[config.mk]
export PLATFORM = sky130hd
export DESIGN_NAME = vector_construction
export DESIGN_NICKNAME = d
export VERILOG_FILES = /design/src/rtl/vector_construction.sv
export SDC_FILE = /design/constraint.sdc
export NUM_CORES = 1
export LEC_CHECK = 0
export CAP_MARGIN = 15
export CELL_PAD_IN_SITES_DETAIL_PLACEMENT = 1
export CELL_PAD_IN_SITES_GLOBAL_PLACEMENT = 2
export CORE_MARGIN = 2
export CORE_UTILIZATION = 32
export CTS_CLUSTER_DIAMETER = 80
export DETAILED_ROUTE_END_ITERATION = 8
export PLACE_DENSITY = 0.87
export SYNTH_ARGS = -nofsm -noshare
export SYNTH_HDL_FRONTEND = slang
export SYNTH_SLANG_ARGS = --single-unit
[constraint.sdc]
create_clock -name clk -period 0.8 [get_ports clk]
set_input_delay 0.12 -clock clk [delete_from_list [all_inputs] [get_ports clk]]
set_output_delay 0.12 -clock clk [all_outputs]
set_load 0.005 [all_outputs]
[src/rtl/vector_construction.sv]
// Packs six asynchronous switch inputs into a registered LED vector.
// Each bit is synchronized, optionally debounced, then registered onto led.
module vector_construction #(
   parameter int SYNC_STAGES     = 2,
   parameter int DEBOUNCE_CYCLES = 0,
   parameter bit REVERSE         = 1'b0
) (
   input  logic       clk,
   input  logic       rst_n,
   input  logic       switch0,
   input  logic       switch1,
   input  logic       switch2,
   input  logic       switch3,
   input  logic       switch4,
   input  logic       switch5,
   output logic [5:0] led
);

   logic [5:0]                  raw;
   logic [SYNC_STAGES-1:0][5:0] sync_q;
   logic [5:0]                  sync_bit;
   logic [5:0]                  accepted;
   logic [5:0]                  led_q;

   generate
      if (REVERSE) begin : g_rev
         assign raw = {switch0, switch1, switch2, switch3, switch4, switch5};
      end else begin : g_fwd
         assign raw = {switch5, switch4, switch3, switch2, switch1, switch0};
      end
   endgenerate

   always_ff @(posedge clk or negedge rst_n) begin
      if (!rst_n) begin
         sync_q <= '0;
      end else begin
         sync_q[0] <= raw;
         for (int i = 1; i < SYNC_STAGES; i++) begin
            sync_q[i] <= sync_q[i-1];
         end
      end
   end

   assign sync_bit = sync_q[SYNC_STAGES-1];

   generate
      if (DEBOUNCE_CYCLES == 0) begin : g_bypass
         assign accepted = sync_bit;
      end else begin : g_debounce
         localparam logic [15:0] CNT_LAST = 16'(DEBOUNCE_CYCLES - 1);

         logic [5:0]       acc_q, acc_d;
         logic [5:0][15:0] cnt_q, cnt_d;

         // A bit is accepted only after it differs from acc_q for DEBOUNCE_CYCLES edges in a row.
         always_comb begin
            acc_d = acc_q;
            cnt_d = cnt_q;
            for (int b = 0; b < 6; b++) begin
               if (sync_bit[b] == acc_q[b]) begin
                  cnt_d[b] = '0;
               end else if (cnt_q[b] == CNT_LAST) begin
                  acc_d[b] = sync_bit[b];
                  cnt_d[b] = '0;
               end else if (cnt_q[b] != 16'hFFFF) begin
                  cnt_d[b] = cnt_q[b] + 16'd1;
               end
            end
         end

         always_ff @(posedge clk or negedge rst_n) begin
            if (!rst_n) begin
               acc_q <= '0;
               cnt_q <= '0;
            end else begin
               acc_q <= acc_d;
               cnt_q <= cnt_d;
            end
         end

         assign accepted = acc_q;
      end
   endgenerate

   always_ff @(posedge clk or negedge rst_n) begin
      if (!rst_n) begin
         led_q <= '0;
      end else begin
         led_q <= accepted;
      end
   end

   assign led = led_q;

endmodule

# Word level (Yosys, flattened, before mapping)
# Cells that the tools add are included.
[totals]
ff_bits = 18
inputBits = 8
out_inout_bits = 6
word_cells = 3

# Longest topological paths before layout
[depth]
depth_word = 0
ltp_mapped = 0
depth_no_buf = 0

# Worst setup path before layout
# No wires, ideal clock.
[synth_path]
path_kind = "register to output"
startpoint = "register led_q[0], in the netlist led[0]"
endpoint = "output led[0]"
t_arrival_ps = 349
t_required_ps = 680
path_slack_ps = 331
stages_incl_launch_ff = 1
path_buffers = 0
cell_sequence = "dfrtp_1"
[synth_lines]
columns = ["item", "line_no", "rtl"]
rows = [
  ["start: declaration", "23", "logic [5:0] led_q;"],
  ["start signal: assignment", "89", "led_q <= accepted;"],
  ["end: declaration", "16", "output logic [5:0] led"],
]
# No word-level cell between the ends.

# Worst setup path in the final report
[layout_path]
startpoint = "register led_q[3], in the netlist led[3]"
endpoint = "output led[3]"
# No word-level cell between the ends.

==> flow_summary.html <==
<table>
<tr><th>Metric</th><th>Value</th></tr>
<tr><th colspan="2">Outcome</th></tr>
<tr><td>Violated checks</td><td>negative setup slack</td></tr>
<tr><td>Outcome</td><td>finished, violations left</td></tr>
<tr><th colspan="2">Worst setup path</th></tr>
<tr><td>Chain of cells forming the critical path</td><td>buf_2</td></tr>
<tr><td>Worst Setup Path Type</td><td>flip-flop to output port</td></tr>
<tr><td>Number of buffers and inverters on the critical path</td><td>1</td></tr>
<tr><td>Category of the worst setup path launch point</td><td>flip-flop</td></tr>
<tr><td>Endpoint required time on the critical path</td><td>680 ps</td></tr>
<tr><td>Crit path max-delay family</td><td>flip-flops</td></tr>
<tr><td>Highest fanout seen on the critical path</td><td>1</td></tr>
<tr><td>Worst-path cell with the longest stage delay</td><td>dfrtp_1</td></tr>
<tr><td>Worst stage delay on the critical path</td><td>about 370 ps</td></tr>
<tr><td>Category of the worst setup path capture point</td><td>output port</td></tr>
<tr><td>Arrival time at the worst endpoint</td><td>roughly 770 ps</td></tr>
<tr><th colspan="2">GRT</th></tr>
<tr><td>Met3 layer usage reported by global route</td><td>roughly 4.8%</td></tr>
<tr><td>Met1 layer usage reported by global route</td><td>slightly below 9%</td></tr>
<tr><td>Maximum number of pins on one net before global-route repair</td><td>19</td></tr>
<tr><td>Initial antenna violation count</td><td>0</td></tr>
<tr><td>Vias in the first global route</td><td>~230</td></tr>
<tr><td>Most heavily used metal layer in global routing</td><td>met2</td></tr>
<tr><td>First-pass GRT wire length</td><td>1.090 mm</td></tr>
<tr><td>Tot GR Track Use</td><td>a little under a tenth</td></tr>
<tr><td>Global Route met2 Usage</td><td>~15%</td></tr>
<tr><td>Total congestion overflow after global routing</td><td>0</td></tr>
<tr><th colspan="2">Timing</th></tr>
<tr><td>Shortest period the worst path allows</td><td>around 890 ps</td></tr>
<tr><td>Max-slew violation total from the final report</td><td>0</td></tr>
<tr><td>Headroom to the max-slew limit</td><td>approximately 93%</td></tr>
<tr><td>Final hold viol count</td><td>0</td></tr>
<tr><td>Unrepaired setup endpoints after global routing</td><td>true</td></tr>
<tr><td>Crit path setup slack, layout</td><td>-90.96 ps</td></tr>
<tr><td>Setup TNS</td><td>-497.7 ps</td></tr>
<tr><td>Final setup skew</td><td>~4.0 ps</td></tr>
<tr><td>Transition time at the pin with the least slew margin</td><td>between 100 and 150 ps</td></tr>
<tr><td>Tcrit/Tclk final</td><td>111.4%</td></tr>
<tr><td>Number of setup violations in the final report</td><td>6</td></tr>
<tr><td>Achievable frequency</td><td>approximately 1100 MHz</td></tr>
<tr><th colspan="2">Detailed routing</th></tr>
<tr><td>Via count of the routed design</td><td>204</td></tr>
<tr><td>Via density per instance</td><td>4.000</td></tr>
<tr><td>Number of design rule violations left after detail routing</td><td>0</td></tr>
<tr><td>Total iterations of the first detailed-routing run</td><td>2</td></tr>
<tr><td>Violation count after the first detailed-route iteration</td><td>3</td></tr>
<tr><td>Wirelength per Cell</td><td>around 11 um</td></tr>
<tr><td>Antenna-violating nets left</td><td>0</td></tr>
<tr><td>Sum of routed wire length over all layers</td><td>576 um</td></tr>
<tr><th colspan="2">Place</th></tr>
<tr><td>Inst Count DP</td><td>47</td></tr>
<tr><td>Number of port buffers</td><td>13</td></tr>
<tr><td>Placement Setup Slack</td><td>-120.0 ps</td></tr>
<tr><td>RD Place Congestion</td><td>0.6487</td></tr>
<tr><th colspan="2">Clocking</th></tr>
<tr><td>Clock buffer depth</td><td>2</td></tr>
<tr><td>Hold-fix buffers at CTS</td><td>0</td></tr>
<tr><td>Count of buffers added by post-CTS timing repair for setup</td><td>0</td></tr>
<tr><td>Clock transition at the registers of the reported paths</td><td>90 ps</td></tr>
<tr><td>Number of buffers inserted during clock tree synthesis</td><td>3</td></tr>
<tr><td>TritonCTS clock tree</td><td>yes</td></tr>
<tr><td>H-tree levels</td><td>1</td></tr>
<tr><td>Clock insertion delay at the later pin of the skew report</td><td>280 ps</td></tr>
<tr><td>Buffer cell driving the clock tree root</td><td>clkbuf_4</td></tr>
<tr><td>TritonCTS Sinks</td><td>18</td></tr>
<tr><th colspan="2">Power and ir drop</th></tr>
<tr><td>Pwr dens</td><td>around 2500 mW/mm^2</td></tr>
<tr><td>Worst IR drop on VDD</td><td>1.024 mV</td></tr>
<tr><td>Total chip power</td><td>0.001568 W</td></tr>
<tr><td>Leakage Power</td><td>between 0.2 and 0.3 nW</td></tr>
<tr><th colspan="2">Synthesis</th></tr>
<tr><td>Number of nets in the synthesized netlist</td><td>26</td></tr>
<tr><td>Sequential cell area fraction in the yosys report</td><td>100.0%</td></tr>
<tr><td>Per-instance average area after synthesis</td><td>about 25 sq um</td></tr>
<tr><td>Count of distinct cell types in the synthesized netlist</td><td>1</td></tr>
<tr><td>Leading post-synthesis cells by cell area</td><td>dfrtp_1 100%</td></tr>
<tr><td>Total of warnings raised by yosys</td><td>0</td></tr>
<tr><td>Post-synthesis cell type with the largest combined area</td><td>dfrtp_1</td></tr>
<tr><td>Mapped Area</td><td>about 450 sq um</td></tr>
<tr><td>Fraction of synthesized cell area taken by the top area cell type</td><td>100.0%</td></tr>
<tr><td>Synthesized instance count</td><td>18</td></tr>
<tr><td>Count of state elements after synthesis</td><td>18</td></tr>
<tr><th colspan="2">Layout</th></tr>
<tr><td>Combined area of the multi-input logic cells</td><td>0 sq um</td></tr>
<tr><td>Post-layout net count</td><td>45</td></tr>
<tr><td>Antenna diodes</td><td>0</td></tr>
<tr><td>Final instance count without filler cells</td><td>51</td></tr>
<tr><td>Proportion of layout cells with a drive suffix above 1</td><td>between 30% and 40%</td></tr>
<tr><td>Fillcell total</td><td>130</td></tr>
<tr><td>Layout area overhead</td><td>38.89%</td></tr>
<tr><td>Multi-input combinational cell count</td><td>0</td></tr>
<tr><th colspan="2">Min path</th></tr>
<tr><td>Min-Delay Path Class</td><td>input port to asynchronous set/reset pin</td></tr>
<tr><th colspan="2">Run</th></tr>
<tr><td>Number of max-cap violations</td><td>0</td></tr>
<tr><th colspan="2">Floorplan</th></tr>
<tr><td>Number of standard-cell rows in the floorplan</td><td>13</td></tr>
<tr><td>Initial core utilization</td><td>34.62%</td></tr>
<tr><td>Total Die Area</td><td>0.001724 sq mm</td></tr>
<tr><td>Die span in x</td><td>~42 um</td></tr>
<tr><td>Floorplan Core Area</td><td>roughly 0.0013 sq mm</td></tr>
<tr><td>Top Ports</td><td>14</td></tr>
<tr><td>Die height</td><td>41.52 um</td></tr>
</table>
==> metrics by stage <==
stage | hold slack, ps | utilization, % | cell area [sq um]
2_1_floorplan | -175.6 | - | 450.4
3_3_place_gp | 331.3 | 47.60 | 619.3
3_5_place_dp | 338.6 | 47.60 | 619.3
4_1_cts | 155.5 | 48.08 | 625.6
5_1_grt | 141.2 | 48.08 | 625.6
6_report | 158.9 | 48.08 | 625.6
==> flip-flops by register name, summed over array words and instances, names as in the netlist <==
register  flops
accepted      6
led           6
sync_q        6
==> area by class of cell <==
cell class	instances	area, sq um	share of cell area [%]
sequential	18	450.4	72.00
timing repair buffer	14	120.1	19.20
tap	15	18.77	3.000
clock buffer	4	36.28	5.800
==> worst paths after layout <==
check	start	end	slack [ps]	depth (start not counted)
setup / recovery	led[3]	led[3]	-90	1
setup reg to reg	sync_q[1]	accepted[1]	310	0
max in group asynchronous	rst_n	accepted[5]	520	2
min in group clk	switch2	sync_q[2]	260	1
hold reg to reg	accepted[4]	led[4]	360	0
hold / removal	rst_n	led[2]	160	2
==> cells by family (layout without fill, tap and decap cells) <==
logic type,count (synthesis),in the layout,synth area share (%)
buf+inv,0,18,0
flops,18,18,100.0
==> synthesized netlist by cell type <==
cell type	number
dfrtp_1	18
==> routing by layer <==
| metal | part of all wire [%] | up-vias |
|---|---|---|
| li1 | - | 91 |
| met1 | 38 | 98 |
| met2 | 50 | 15 |
| met3 | 12 | 0 |
| met4 | 0 | 0 |
| met5 | 0 | - |
==> report_power, final <==
part           total (W)  internal (W)  switching [W]
clock network   0.000524      0.000277       0.000248
logic          0.0000772     0.0000493      0.0000279
registers       0.000967      0.000954      0.0000124
==> cell usage in the layout (no fill, tap or decap) <==
cell type | synthesis | layout
dfrtp_1 | 18 | 18
clkdlybuf4s50_1 | 0 | 7
buf_2 | 0 | 6
clkbuf_4 | 0 | 3
clkbuf_8 | 0 | 1
buf_12 | 0 | 1
==> what timing repair did <==
action	CTS	global route
cloned	0	0
endpoints found under the setup margin	6	6
gates resized for setup	24	0
endpoints found under the hold margin	0	0
Power figures use the tool's default switching activity.
